File: src/rtl/ysyx_23060191_wbc_if.sv
// Writeback-stage bus: EXU retire handshake, LSU read response, GPR/CSR write
// ports and the commit/fault status toward IFU and difftest.
interface ysyx_23060191_wbc_if #(
  parameter int XLEN = 32
);
  logic            i_exu_valid;
  logic            o_exu_ready;
  logic [XLEN-1:0] i_exu_res;
  logic [4:0]      i_rd_addr;
  logic            i_rd_wen;
  logic            i_load_en;
  logic            i_csr_res_en;
  logic [11:0]     i_csr_addr;
  logic [XLEN-1:0] i_csr_res;
  logic [XLEN-1:0] i_pc;
  logic [XLEN-1:0] i_dnpc;

  logic            i_lsu_rvalid;
  logic            o_lsu_rready;
  logic [XLEN-1:0] i_lsu_rdata;
  logic [1:0]      i_lsu_rresp;

  logic            o_rf_wen;
  logic [4:0]      o_rf_waddr;
  logic [XLEN-1:0] o_rf_wdata;
  logic            o_csr_wen;
  logic [11:0]     o_csr_waddr;
  logic [XLEN-1:0] o_csr_wdata;
  logic            o_commit_valid;
  logic [XLEN-1:0] o_commit_pc;
  logic [XLEN-1:0] o_commit_dnpc;
  logic            o_fault;
  logic            o_busy;

  modport slave (
    input  i_exu_valid, i_exu_res, i_rd_addr, i_rd_wen, i_load_en,
           i_csr_res_en, i_csr_addr, i_csr_res, i_pc, i_dnpc,
           i_lsu_rvalid, i_lsu_rdata, i_lsu_rresp,
    output o_exu_ready, o_lsu_rready, o_rf_wen, o_rf_waddr, o_rf_wdata,
           o_csr_wen, o_csr_waddr, o_csr_wdata, o_commit_valid,
           o_commit_pc, o_commit_dnpc, o_fault, o_busy
  );

  modport master (
    output i_exu_valid, i_exu_res, i_rd_addr, i_rd_wen, i_load_en,
           i_csr_res_en, i_csr_addr, i_csr_res, i_pc, i_dnpc,
           i_lsu_rvalid, i_lsu_rdata, i_lsu_rresp,
    input  o_exu_ready, o_lsu_rready, o_rf_wen, o_rf_waddr, o_rf_wdata,
           o_csr_wen, o_csr_waddr, o_csr_wdata, o_commit_valid,
           o_commit_pc, o_commit_dnpc, o_fault, o_busy
  );
endinterface

File: src/rtl/ysyx_23060191_wbc.sv
// Writeback controller: latches one retiring instruction, waits for load data
// (bounded by LD_TIMEOUT), then drives the GPR/CSR write ports and commit for one cycle.
module ysyx_23060191_wbc #(
  parameter int XLEN       = 32,
  parameter int LD_TIMEOUT = 255
) (
  input logic                    i_clk,
  input logic                    i_rst_n,
  ysyx_23060191_wbc_if.slave     bus
);
  typedef enum logic [1:0] {IDLE, WAIT_LD, WRITE} state_e;

  localparam logic [15:0] CNT_LAST = 16'(LD_TIMEOUT - 1);

  state_e          state_q, state_d;
  logic [15:0]     cnt_q, cnt_d;
  logic            err_q, err_d;

  logic [XLEN-1:0] exu_res_q, rdata_q, csr_res_q, pc_q, dnpc_q;
  logic [4:0]      rd_q;
  logic [11:0]     csr_addr_q;
  logic            rd_wen_q, load_q, csr_en_q;

  logic exu_hs, lsu_hs, in_write;

  // Readies depend on state alone so no input can loop back combinationally.
  assign bus.o_exu_ready  = (state_q == IDLE);
  assign bus.o_lsu_rready = (state_q == WAIT_LD);
  assign exu_hs   = bus.i_exu_valid  & bus.o_exu_ready;
  assign lsu_hs   = bus.i_lsu_rvalid & bus.o_lsu_rready;
  assign in_write = (state_q == WRITE);

  always_comb begin
    // NOTE: every variable gets a default first so no path can infer a latch.
    state_d = state_q;
    cnt_d   = cnt_q;
    err_d   = err_q;
    unique case (state_q)
      IDLE: begin
        if (exu_hs) begin
          state_d = bus.i_load_en ? WAIT_LD : WRITE;
          cnt_d   = '0;
          err_d   = 1'b0;
        end
      end
      WAIT_LD: begin
        if (lsu_hs) begin
          err_d   = |bus.i_lsu_rresp;
          state_d = WRITE;
        end else if (cnt_q == CNT_LAST) begin
          err_d   = 1'b1;
          state_d = WRITE;
        end else begin
          cnt_d = cnt_q + 16'd1;
        end
      end
      WRITE:   state_d = IDLE;
      default: state_d = IDLE;
    endcase
  end

  always_ff @(posedge i_clk or negedge i_rst_n) begin
    if (!i_rst_n) begin
      state_q <= IDLE;
      cnt_q   <= '0;
      err_q   <= 1'b0;
    end else begin
      // NOTE: non-blocking assignments so every register samples pre-edge values.
      state_q <= state_d;
      cnt_q   <= cnt_d;
      err_q   <= err_d;
    end
  end

  // NOTE: latched fields are reset too, so address/data/pc outputs read 0 in reset.
  always_ff @(posedge i_clk or negedge i_rst_n) begin
    if (!i_rst_n) begin
      exu_res_q  <= '0;
      rd_q       <= '0;
      rd_wen_q   <= 1'b0;
      load_q     <= 1'b0;
      csr_en_q   <= 1'b0;
      csr_addr_q <= '0;
      csr_res_q  <= '0;
      pc_q       <= '0;
      dnpc_q     <= '0;
      rdata_q    <= '0;
    end else begin
      if (exu_hs) begin
        exu_res_q  <= bus.i_exu_res;
        rd_q       <= bus.i_rd_addr;
        rd_wen_q   <= bus.i_rd_wen;
        load_q     <= bus.i_load_en;
        csr_en_q   <= bus.i_csr_res_en;
        csr_addr_q <= bus.i_csr_addr;
        csr_res_q  <= bus.i_csr_res;
        pc_q       <= bus.i_pc;
        dnpc_q     <= bus.i_dnpc;
      end
      if (lsu_hs) rdata_q <= bus.i_lsu_rdata;
    end
  end

  assign bus.o_rf_wen       = in_write & rd_wen_q & (rd_q != 5'd0) & ~err_q;
  assign bus.o_rf_waddr     = rd_q;
  assign bus.o_rf_wdata     = load_q ? rdata_q : exu_res_q;
  assign bus.o_csr_wen      = in_write & csr_en_q & ~err_q;
  assign bus.o_csr_waddr    = csr_addr_q;
  assign bus.o_csr_wdata    = csr_res_q;
  assign bus.o_commit_valid = in_write;
  assign bus.o_commit_pc    = pc_q;
  assign bus.o_commit_dnpc  = dnpc_q;
  assign bus.o_fault        = in_write & err_q;
  assign bus.o_busy         = (state_q != IDLE);
endmodule

File: src/flat_wrapper.sv
// flat-port wrapper written by rule: the top's interface ports become plain ports
module ysyx_23060191_wbc_flat 
#(
  parameter int XLEN       = 32,
  parameter int LD_TIMEOUT = 255
)
  (i_clk, i_rst_n, bus_i_exu_valid, bus_i_exu_res, bus_i_rd_addr, bus_i_rd_wen, bus_i_load_en, bus_i_csr_res_en, bus_i_csr_addr, bus_i_csr_res, bus_i_pc, bus_i_dnpc, bus_i_lsu_rvalid, bus_i_lsu_rdata, bus_i_lsu_rresp, bus_o_exu_ready, bus_o_lsu_rready, bus_o_rf_wen, bus_o_rf_waddr, bus_o_rf_wdata, bus_o_csr_wen, bus_o_csr_waddr, bus_o_csr_wdata, bus_o_commit_valid, bus_o_commit_pc, bus_o_commit_dnpc, bus_o_fault, bus_o_busy);
  ysyx_23060191_wbc_if #(.XLEN(XLEN)) bus_i ();
  input logic i_clk;
  input logic i_rst_n;
  input wire logic [$bits(bus_i.i_exu_valid)-1:0] bus_i_exu_valid;
  input wire logic [$bits(bus_i.i_exu_res)-1:0] bus_i_exu_res;
  input wire logic [$bits(bus_i.i_rd_addr)-1:0] bus_i_rd_addr;
  input wire logic [$bits(bus_i.i_rd_wen)-1:0] bus_i_rd_wen;
  input wire logic [$bits(bus_i.i_load_en)-1:0] bus_i_load_en;
  input wire logic [$bits(bus_i.i_csr_res_en)-1:0] bus_i_csr_res_en;
  input wire logic [$bits(bus_i.i_csr_addr)-1:0] bus_i_csr_addr;
  input wire logic [$bits(bus_i.i_csr_res)-1:0] bus_i_csr_res;
  input wire logic [$bits(bus_i.i_pc)-1:0] bus_i_pc;
  input wire logic [$bits(bus_i.i_dnpc)-1:0] bus_i_dnpc;
  input wire logic [$bits(bus_i.i_lsu_rvalid)-1:0] bus_i_lsu_rvalid;
  input wire logic [$bits(bus_i.i_lsu_rdata)-1:0] bus_i_lsu_rdata;
  input wire logic [$bits(bus_i.i_lsu_rresp)-1:0] bus_i_lsu_rresp;
  output wire logic [$bits(bus_i.o_exu_ready)-1:0] bus_o_exu_ready;
  output wire logic [$bits(bus_i.o_lsu_rready)-1:0] bus_o_lsu_rready;
  output wire logic [$bits(bus_i.o_rf_wen)-1:0] bus_o_rf_wen;
  output wire logic [$bits(bus_i.o_rf_waddr)-1:0] bus_o_rf_waddr;
  output wire logic [$bits(bus_i.o_rf_wdata)-1:0] bus_o_rf_wdata;
  output wire logic [$bits(bus_i.o_csr_wen)-1:0] bus_o_csr_wen;
  output wire logic [$bits(bus_i.o_csr_waddr)-1:0] bus_o_csr_waddr;
  output wire logic [$bits(bus_i.o_csr_wdata)-1:0] bus_o_csr_wdata;
  output wire logic [$bits(bus_i.o_commit_valid)-1:0] bus_o_commit_valid;
  output wire logic [$bits(bus_i.o_commit_pc)-1:0] bus_o_commit_pc;
  output wire logic [$bits(bus_i.o_commit_dnpc)-1:0] bus_o_commit_dnpc;
  output wire logic [$bits(bus_i.o_fault)-1:0] bus_o_fault;
  output wire logic [$bits(bus_i.o_busy)-1:0] bus_o_busy;
  assign bus_i.i_exu_valid = bus_i_exu_valid;
  assign bus_i.i_exu_res = bus_i_exu_res;
  assign bus_i.i_rd_addr = bus_i_rd_addr;
  assign bus_i.i_rd_wen = bus_i_rd_wen;
  assign bus_i.i_load_en = bus_i_load_en;
  assign bus_i.i_csr_res_en = bus_i_csr_res_en;
  assign bus_i.i_csr_addr = bus_i_csr_addr;
  assign bus_i.i_csr_res = bus_i_csr_res;
  assign bus_i.i_pc = bus_i_pc;
  assign bus_i.i_dnpc = bus_i_dnpc;
  assign bus_i.i_lsu_rvalid = bus_i_lsu_rvalid;
  assign bus_i.i_lsu_rdata = bus_i_lsu_rdata;
  assign bus_i.i_lsu_rresp = bus_i_lsu_rresp;
  assign bus_o_exu_ready = bus_i.o_exu_ready;
  assign bus_o_lsu_rready = bus_i.o_lsu_rready;
  assign bus_o_rf_wen = bus_i.o_rf_wen;
  assign bus_o_rf_waddr = bus_i.o_rf_waddr;
  assign bus_o_rf_wdata = bus_i.o_rf_wdata;
  assign bus_o_csr_wen = bus_i.o_csr_wen;
  assign bus_o_csr_waddr = bus_i.o_csr_waddr;
  assign bus_o_csr_wdata = bus_i.o_csr_wdata;
  assign bus_o_commit_valid = bus_i.o_commit_valid;
  assign bus_o_commit_pc = bus_i.o_commit_pc;
  assign bus_o_commit_dnpc = bus_i.o_commit_dnpc;
  assign bus_o_fault = bus_i.o_fault;
  assign bus_o_busy = bus_i.o_busy;
  ysyx_23060191_wbc #(.XLEN(XLEN), .LD_TIMEOUT(LD_TIMEOUT)) u_core (.i_clk(i_clk), .i_rst_n(i_rst_n), .bus(bus_i));
endmodule
File: config.mk
export PLATFORM = sky130hd
export DESIGN_NAME = ysyx_23060191_wbc_flat
export DESIGN_NICKNAME = d
export VERILOG_FILES = /design/src/rtl/ysyx_23060191_wbc_if.sv /design/src/rtl/ysyx_23060191_wbc.sv /design/src/flat_wrapper.sv
export SDC_FILE = /design/constraint.sdc
export NUM_CORES = 1
export LEC_CHECK = 0
export BUFFER_PORTS_ARGS = -buffer_cell sky130_fd_sc_hd__clkbuf_2
export CAP_MARGIN = 20
export CORE_MARGIN = 1.5
export CORE_UTILIZATION = 48
export CTS_CLUSTER_SIZE = 14
export DETAILED_ROUTE_END_ITERATION = 16
export PLACE_DENSITY = 0.87
export SLEW_MARGIN = 10
export SYNTH_ARGS = -nofsm -noshare
export SYNTH_HDL_FRONTEND = slang
export SYNTH_SLANG_ARGS = --single-unit
File: constraint.sdc
create_clock -name i_clk -period 2.6 [get_ports i_clk]
set_clock_uncertainty 0.1 [all_clocks]
set_input_delay 0 -clock i_clk [delete_from_list [all_inputs] [get_ports i_clk]]
set_output_delay 0 -clock i_clk [all_outputs]
set_load 0.05 [all_outputs]
* After elaboration in Yosys (flattened, before gate mapping)
Cells that the tools add are included.
** Storage, ports and cells
- Flip-flop bits (word level) :: 199
- Bits in latches :: 0
- Memory bits (writable) :: 0
- ROM bits :: 0
- Input port bits :: 186
- Output and inout bits :: 152
- Word-level logic and storage cells :: 52
- Memories :: 0
** Operators by class
- Add/sub/neg operators :: 1
- $mul :: 0
- Divide/modulo/power cells :: 0
- $lt $le $gt $ge :: 0
- Equality and inequality tests :: 7
- Shift operators :: 0
- Muxes and demuxes :: 14
- Bitwise logic cells :: 9
- Reduce and logical (&&, ||, !) cells :: 8
** Operators with widths (count)
- 16-bit 2-to-1 mux :: 3
- 32-bit 2-to-1 mux :: 1
- 16-bit one-hot mux with 2 select lines :: 1
- 16-bit by 1-bit adder with 16-bit output (second input constant) :: 1
- 16-bit by 8-bit equality test with 1-bit output (second input constant) :: 1
- 1-bit AND :: 8
- 2-bit 2-to-1 mux :: 4
- 2-bit != test (second input constant) :: 3
- 5-bit nonzero test :: 1
- 2-bit one-hot mux with 2 select lines :: 1
- 4-bit AND reduction :: 1
- 2-bit nonzero test :: 2
- 1-bit 2-to-1 mux :: 3
- 3-bit != test (second input constant) :: 1
- 3-bit AND reduction :: 1
- 2-bit by 1-bit equality test with 1-bit output (second input constant) :: 1
- 2-bit equality test (second input constant) :: 1
- 2-bit zero test :: 1
- 1-bit one-hot mux with 2 select lines :: 1
- 2-bit AND reduction :: 1
- 2-bit OR reduction :: 1
- 1-bit NOT :: 1

* Depth between registers and ports, before layout
Gate-level depths: netlist of the first run.
- Depth after elaboration :: 4
- Gate-level depth with buffers :: 8
- Depth with buffers taken out :: 7

* Worst setup path after synthesis of the first run
OpenSTA, ideal clock, no wires.
- Path type :: register to register
- Start :: reg u_core.state_q[0]
- End :: reg u_core.dnpc_q[0] (netlist: u_core.bus.o_commit_dnpc[0])
- Setup time :: 66 ps
- Arrival time :: 2179 ps
- Required time :: 2434 ps
- Slack :: 254 ps
- Stages on the path, launching flop included :: 8
- Path buffers :: 3
- Period minus slack after synthesis :: 2346 ps
- Path through :: dfrtp_1 -> nor2_1 -> and2_1 -> buf_2 -> clkbuf_1 -> clkbuf_1 -> nand2_1 -> nand2_1
** On the way
- Cells in the longest elaborated chain, start to end :: 2
** Ends and longest elaborated chain
- start, declared :: RTL line ysyx_23060191_wbc.sv:15 : state_e state_q, state_d;
- start signal, assigned :: RTL line ysyx_23060191_wbc.sv:69 : state_q <= state_d;
- 2-bit zero test :: RTL line ysyx_23060191_wbc.sv:27 : assign bus.o_exu_ready = (state_q == IDLE);
- named net bus_o_exu_ready :: RTL line flat_wrapper.sv:24 : output wire logic [$bits(bus_i.o_exu_ready)-1:0] bus_o_exu_ready;
- 1-bit AND :: RTL line ysyx_23060191_wbc.sv:29 : assign exu_hs = bus.i_exu_valid & bus.o_exu_ready;
- end signal, assigned :: RTL line ysyx_23060191_wbc.sv:98 : dnpc_q <= bus.i_dnpc;
- end, declared :: RTL line ysyx_23060191_wbc.sv:19 : logic [XLEN-1:0] exu_res_q, rdata_q, csr_res_q, pc_q, dnpc_q;
The timed path passes the listed nets, and every way through them passes these cells.
A chain may end at the register's enable or synchronous reset.

* Worst setup path after layout of the first run
- Start :: reg u_core.cnt_q[0]
- End :: reg u_core.cnt_q[10]
** On the way
- Cells in the longest elaborated chain, start to end :: 4
- Elaborated cells on any way between the ends :: 7
- Classes of those cells :: add/sub (1); eq/ne (2); mux (3); reduce/logical (1)
** Ends and longest elaborated chain
- start, declared :: RTL line ysyx_23060191_wbc.sv:16 : logic [15:0] cnt_q, cnt_d;
- start signal, assigned :: RTL line ysyx_23060191_wbc.sv:70 : cnt_q <= cnt_d;
- 16-bit by 1-bit adder with 16-bit output :: RTL line ysyx_23060191_wbc.sv:54 : cnt_d = cnt_q + 16'd1;
- 16-bit 2-to-1 mux :: RTL line ysyx_23060191_wbc.sv:50 : end else if (cnt_q == CNT_LAST) begin
- 16-bit 2-to-1 mux :: RTL line ysyx_23060191_wbc.sv:47 : if (lsu_hs) begin
- 16-bit one-hot mux with 2 select lines :: RTL line ysyx_23060191_wbc.sv:38 : unique case (state_q)
Parallel ways exist; a longest one is shown, timed or not. The select of a mux whose other input is x is not followed.

==> metrics.md, run 1 <==
| Metric | Value |
|---|---|
| Antenna-violating nets left | 0 |
| Post-CTS Setup Inserts | 0 |
| RSZ-0062 raised after global routing | no |
| Hold Path Class | primary input to async pin |
| CTS buffer count | 17 |
| Arrival time at the worst endpoint | 2650 ps |
| Syn Nets | 1034 |
| Clock tree sinks | 199 |
| Lkg Pwr | 6.89 nW |
| First-pass GRT wire length | 45.3 mm |
| CP Launch Type | flip-flop |
| Main synth FF type | dfrtp_1 |
| Final setup fails | 0 |
| Slowest cell on crit path | a311oi_2 |
| CP Buf/Inv Count | 1 |
| Relative slew slack | 39.4% |
| Deepest clock path buffer count | 2 |
| Commonest non-fill, non-tap cell in the layout | nand2_1 |
| Die area | 17800 sq um |
| Worst setup margin | 169 ps |
| Largest net degree at the start of global routing | 75 |
| Mapped Area | 8160 sq um |
| Die width | 133 um |
| Max-cap violations | 0 |
| Avg Cell Area, Syn | 9.65 sq um |
| Via Count | 8376 |
| Drc violations | 0 |
| Post-placement cell area | 10100 sq um |
| Data required time of the critical path | 2820 ps |
| Maximum fanout along the worst path | 13 |
| Fill count | 908 |
| Peak supply drop | 0.000756 V |
| Via density per instance | 5.20 |
| Seq/Total Area, Yosys | 61.0% |
| Yosys top cell by area | dfrtp_1 |
| Place WS | 257 ps |
| FMAX | 411 MHz |
| Avg WL per Cell | 17.9 um |
| Vias in the first global route | 8773 |
| GRT overflow | 0 |
| Drt first pass iters | 5 |
| PwrDens | 1160 nW/um^2 |
| Ys Warns | 0 |
| EDFF count, synth | 0 |
| Setup TNS Final | 0 ps |
| Root buf cell | clkbuf_16 |
| Final Hold Slack | 46.1 ps |
| Post-synthesis to final-layout area growth | 56.5% |
| Gate count after technology mapping | 846 |
| Initial Util | 49.2% |
| Crit-path leading delay family | compound AO/OA/AOI/OAI gates |
| Share of the synthesized area in the top cell type | 61.0% |
| Cell Chain, Critical Path | inv_1 > ha_1 > or4b_4 > nor4_4 > a311oi_2 > nor2_1 > o21ba_2 |
| Final hold vios | 0 |
| Num rows | 47 |
| CTS H-tree lvls | 4 |
| Final instance area | 12800 sq um |
| Status | complete, no violations |
| CTS tree | built |
| Skew-Pair Late Insertion Delay | 430 ps |
| Clock transition at the registers of the reported paths | 70 ps |
| DIE HEIGHT | 133 um |
| DRT Wirelength | 28.9 mm |
| Antenna violations before repair | 2 |
| Largest cells by area after synthesis | dfrtp_1 61%, nand2_1 21%, mux2_2 8.8%, clkbuf_1 1.5%, mux2i_1 0.61% |
| Slew @ Worst Pin | 909 ps |
| CP max stage delay | 790 ps |
| Total core area | 16600 sq um |
| Synth Register Bits | 199 |
| WS Path Type | flip-flop to flip-flop |
| Asr flop ratio synth | 100% |
| Input/output buffers | 337 |
| Dpl hpwl | 15.0 mm |
| Slew Limit Fails | 0 |
| Fraction of layout cells with a size suffix above 1 | 32.8% |
| Library cells used by synthesis | 42 |
| First-iteration detailed-routing DRC count | 632 |
| Fin crit period | 2430 ps |
| Final Core Density | 77.0% |
| Crit end category | flip-flop |
| Count of nets after finishing | 1563 |
| IO Count | 338 |
| Overall routing resource usage | 32.9% |
| Period utilisation layout | 93.5% |
| Commonest non-fill, non-tap cells in the layout | 459 x nand2_1, 336 x clkbuf_2, 206 x dlygate4sd3_1, 199 x dfrtp_1, 64 x mux2_2 |
| Gpl congestion | 0.828 |
flip-flops by register name (all words and copies together) (netlist names), 5 cells and up:
signal / count
u_core.bus.o_csr_wdata: 32
u_core.bus.o_csr_waddr: 12
u_core.bus.o_commit_pc: 32
u_core.exu_res_q: 32
u_core.bus.o_commit_dnpc: 32
u_core.cnt_q: 16
u_core.bus.o_rf_waddr: 5
u_core.rdata_q: 32
Yosys cell counts (3+ instances only):
master and n:
nor2_1 11, and2_1 3, nand3_1 4, nand2_1 460
clkbuf_1 32, buf_2 6, nand4_1 8, mux2i_1 5
o21ai_0 6, a21oi_1 4, nor3_1 3, buf_1 3
inv_1 6, dfrtp_1 199, buf_6 3, mux2_2 64
worst reg2reg max path, cell delays in order, from the launching register on:
cell and delay (ps):
dfrtp_1 430, inv_1 70, ha_1 180, or4b_4 210
nor4_4 40, a311oi_2 790, nor2_1 230, o21ba_2 270
area by class of cell:
cell class	instances	area, sq um	area share (%)
Multi-Input combinational cell	597	2980	23.3
Tap cell	220	275	2.16
Sequential cell	199	4980	39.0
Clock inverter	14	165	1.29
Antenna cell	2	5.00	0.0392
Inverter	6	22.5	0.176
Timing Repair Buffer	554	3920	30.7
Clock buffer	18	429	3.36
cells by family after synthesis:
group,Yosys count,share of synthesized area [%]
simple gates,499,24.0
fa+ha+maj,2,0.307
flops,199,61.0
compound gates,27,2.51
buf+inv,50,2.67
mux,69,9.44
worst paths after layout:
kind	endpoint	cells past startpoint	start	slack [ps]
min	u_core.bus.o_commit_dnpc[15]$_DFFE_PN0P_	2	i_rst_n	50
min reg2reg	u_core.exu_res_q[28]$_DFFE_PN0P_	2	u_core.exu_res_q[28]$_DFFE_PN0P_	370
max reg2reg	u_core.cnt_q[10]$_DFFE_PN0P_	7	u_core.cnt_q[0]$_DFFE_PN0P_	170
max in group asynchronous	u_core.rdata_q[17]$_DFFE_PN0P_	3	i_rst_n	1650
max	u_core.cnt_q[10]$_DFFE_PN0P_	7	u_core.cnt_q[0]$_DFFE_PN0P_	170
min in group i_clk	u_core.bus.o_csr_wdata[14]$_DFFE_PN0P_	4	bus_i_csr_res[14]	200
timing repair:
action / 4_1_cts / 5_1_grt
setup endpoints to repair: 0 / 1
hold endpoints to repair: 389 / 0
gates resized for setup: 0 / 1
hold buffers: 206 / 0
through the flow:
stage                     std cells  power (W)
after global routing           1610     0.0154
after floorplan                 846    0.00972
after global placement         1370     0.0113
final                          1610     0.0148
after detailed placement       1370     0.0114
after CTS                      1608     0.0145
layer usage:
metal,vias up,share of wire (%),GRT usage (%),wire (um)
met5,-,0,0,0
met4,0,4.5,17.0,1300
li1,3726,-,-,-
met3,99,8.5,8.52,2460
met1,4040,37,38.4,10800
met2,511,50,56.1,14300
power by group:
group / total (W) / internal, W / switching [W]
logic: 0.00714 / 0.00191 / 0.00523
clock network: 0.00270 / 0.00145 / 0.00125
registers: 0.00494 / 0.00418 / 0.000757
total: 0.0148 / 0.00755 / 0.00724
Note: power is estimated with default switching activity, not from simulation.
==> inputs of run 2 (changes only) <==
--- a/config.mk
+++ b/config.mk
@@ -11,7 +11,7 @@
 export CORE_UTILIZATION = 48
 export CTS_CLUSTER_SIZE = 14
 export DETAILED_ROUTE_END_ITERATION = 16
-export PLACE_DENSITY = 0.87
+export PLACE_DENSITY = 0.79
 export SLEW_MARGIN = 10
 export SYNTH_ARGS = -nofsm -noshare
 export SYNTH_HDL_FRONTEND = slang
==> run 2 against run 1 <==
  * Routed wire length fell by 2.7%
  * Setup slack better by 22 ps
  * Register-to-register slack better by 20 ps
  * Flip-flop and latch count is the same
  * Clock-buffer cell count is 1 higher
  * Sequential power shrank 0.8%
  * Non-clock buffer count is 3 lower
  * Total power decreased by 0.98%
  * Cell count shrank 0.19%
  * Combinational power is 0.7% lower
  * Cell area is 0.38% lower
  * Die area stayed put
==> metrics.md, run 2 (same netlist as run 1, synthesis figures left out) <==
| Metric | Value |
|---|---|
| Status | complete, no violations |
| Fin crit period | 2410 ps (-21.7 ps) |
| Crit path to | u_core.cnt_q[7]$_DFFE_PN0P_ |
| Place WS | 265 ps (+8.70 ps) |
| RSZ-0062 raised after global routing | no |
| Drc violations | 0 (unchanged) |
| Count of nets after finishing | 1562 (-0.064%) |
| First-iteration detailed-routing DRC count | 550 (-13%) |
| Deepest clock path buffer count | 2 (unchanged) |
| Die area | 17800 sq um (unchanged) |
| DIE HEIGHT | 133 um (unchanged) |
| Met2 Use GR | 53.5% (-2.6 points) |
| Antenna-violating nets left | 0 (unchanged) |
| Post-synthesis to final-layout area growth | 55.9% |
| PwrDens | 1150 nW/um^2 (-0.60%) |
| Hold Path Class | primary input to async pin |
| Gpl congestion | 0.819 (-1.1%) |
| Die width | 133 um (unchanged) |
| RR Endpoint | u_core.cnt_q[7]$_DFFE_PN0P_ |
| Via Count | 8335 (-0.49%) |
| Max-cap violations | 0 (unchanged) |
| CP max stage delay | 470 ps (-320 ps) |
| Commonest non-fill, non-tap cells in the layout | 459 x nand2_1, 336 x clkbuf_2, 198 x dfrtp_1, 195 x dlygate4sd3_1, 64 x mux2_2 |
| Skew-Pair Late Insertion Delay | 430 ps (about the same) |
| Setup TNS Final | 0 ps (unchanged) |
| Commonest non-fill, non-tap cell in the layout | nand2_1 |
| Arrival time at the worst endpoint | 2660 ps (about the same) |
| Reg2reg start | u_core.cnt_q[0]$_DFFE_PN0P_ |
| DRT Wirelength | 28.1 mm (-2.7%) |
| Lkg Pwr | 6.89 nW (+0.11%) |
| Antenna violations before repair | 0 (-2) |
| Overall routing resource usage | 31.7% (-1.2 points) |
| GRT overflow | 0 (unchanged) |
| Placed Cells | 1371 (+0.073%) |
| WS Path Type | flip-flop to flip-flop |
| Dpl hpwl | 15.1 mm (+0.78%) |
| FMAX | 415 MHz (+0.90%) |
| Tot Pwr | 0.0146 W (-0.98%) |
| Busiest grt layer | met2 |
| Initial Util | 49.2% (unchanged) |
| First-pass GRT wire length | 44.1 mm (-2.8%) |
| Vias in the first global route | 8687 (-0.98%) |
| CP Launch Type | flip-flop |
| Met3 Usage GRT | 8.18% (-0.34 points) |
| Crit end category | flip-flop |
| Largest net degree at the start of global routing | 77 (+2.7%) |
| Period utilisation layout | 92.7% (-0.83 points) |
| R2R Setup Slk | 190 ps (+20 ps) |
| Slew Limit Fails | 0 (unchanged) |
| Worst setup margin | 191 ps (+21.7 ps) |
| Peak supply drop | 0.000739 V (-2.3%) |
| CTS tree | built |
| Avg WL per Cell | 17.5 um (-2.5%) |
| Via density per instance | 5.19 (-0.30%) |
| Met1 Usage GRT | 36.3% (-2.1 points) |
| Input/output buffers | 337 (unchanged) |
| Clock tree sinks | 199 (unchanged) |
| Root buf cell | clkbuf_16 |
| Worst Setup SP | u_core.cnt_q[0]$_DFFE_PN0P_ |
| Slowest cell on crit path | or4b_4 |
| CTS H-tree lvls | 4 (unchanged) |
| Fill count | 974 (+7.3%) |
| Non-filler cells, final | 1607 (-0.19%) |
| Maximum fanout along the worst path | 13 (unchanged) |
| Final hold vios | 0 (unchanged) |
| Final setup fails | 0 (unchanged) |
| Clock transition at the registers of the reported paths | 70 ps (about the same) |
| Num rows | 47 (unchanged) |
| Data required time of the critical path | 2850 ps (+30 ps) |
| Drt first pass iters | 5 (unchanged) |
| Diodes inserted | 0 (-2) |
| IO Count | 338 (unchanged) |
| Slew @ Worst Pin | 824 ps (-85.2 ps) |
| Final Core Density | 76.7% (-0.29 points) |
| Worst reg-to-reg path cell count | 7 (unchanged) |
| Cell Chain, Critical Path | inv_2 > ha_2 > or4b_4 > nor4_4 > a311oi_2 > nor2_1 > a2bb2oi_1 |
| Fraction of layout cells with a size suffix above 1 | 33.7% (+0.89 points) |
| CTS buffer count | 17 (unchanged) |
| Relative slew slack | 45.1% (+5.7 points) |
| Total core area | 16600 sq um (unchanged) |
run 2: cell count changes in the layout (fill, tap and decap cells not counted), moves of 2 or more:
| cell | change |
|---|---|
| buf_4 | +8 |
| clkbuf_8 | +2 |
| clkinv_4 | -2 |
| diode_2 | -2 |
| dlygate4sd3_1 | -11 |
run 2: routing by layer:
metal | up-vias | wire length, um
met2 | 505 | 13800
met3 | 128 | 2230
met5 | - | 0
met1 | 3960 | 10500
met4 | 0 | 1580
li1 | 3742 | -
run 2: worst min-delay path by stage:
stage                     startpoint                                       end  slack (ps)  cells past startpoint
final                        i_rst_n           u_core.exu_res_q[2]$_DFFE_PN0P_          70                      2
after global routing         i_rst_n             u_core.rdata_q[3]$_DFFE_PN0P_         100                      2
after CTS                    i_rst_n  u_core.bus.o_commit_dnpc[31]$_DFFE_PN0P_          70                      2
after detailed placement     i_rst_n  u_core.bus.o_commit_dnpc[31]$_DFFE_PN0P_         -30                      1
after global placement       i_rst_n  u_core.bus.o_commit_dnpc[31]$_DFFE_PN0P_         -30                      1
after floorplan              i_rst_n   u_core.bus.o_commit_dnpc[0]$_DFFE_PN0P_        -400                      0
run 2: where the power goes:
| group | switching [W] | leakage, nW | internal, W | total [W] |
|---|---|---|---|---|
| logic | 0.00519 | 4.15 | 0.00189 | 0.00709 |
| clock network | 0.00125 | 0.279 | 0.00140 | 0.00265 |
| registers | 0.000717 | 2.46 | 0.00418 | 0.00490 |
run 2: critical path: cells and delay by family (launching register included):
kind            cells  cell delay, ps
simple gates        3            1080
buf+inv             1              50
compound gates      2             510
flops               1             440
fa+ha+maj           1             160
run 2: stage by stage:
step	cell area, sq um	hold slack, ps
finish	12700	66.1
global route	12700	104
floorplan	8160	-396
global placement	10100	-31.9
detailed placement	10100	-30.7
CTS	12600	71.2
run 2: what timing repair did:
| action | in CTS | in global routing |
|---|---|---|
| buffers inserted | 0 | 6 |
| hold buffers | 196 | 0 |
| endpoints found under the setup margin | 0 | 11 |
| gates resized for setup | 0 | 5 |
| endpoints found under the hold margin | 308 | 0 |
run 2: layout make-up:
class                   instances  area, sq um  area share, %
inverters                       6         22.5          0.177
clock buffers                  19          453           3.56
clock inverters                13          134           1.05
well taps                     220          275           2.16
repair buffers                551         3860           30.3
multi-input cells             599         3000           23.6
flip-flops and latches        199         4980           39.2
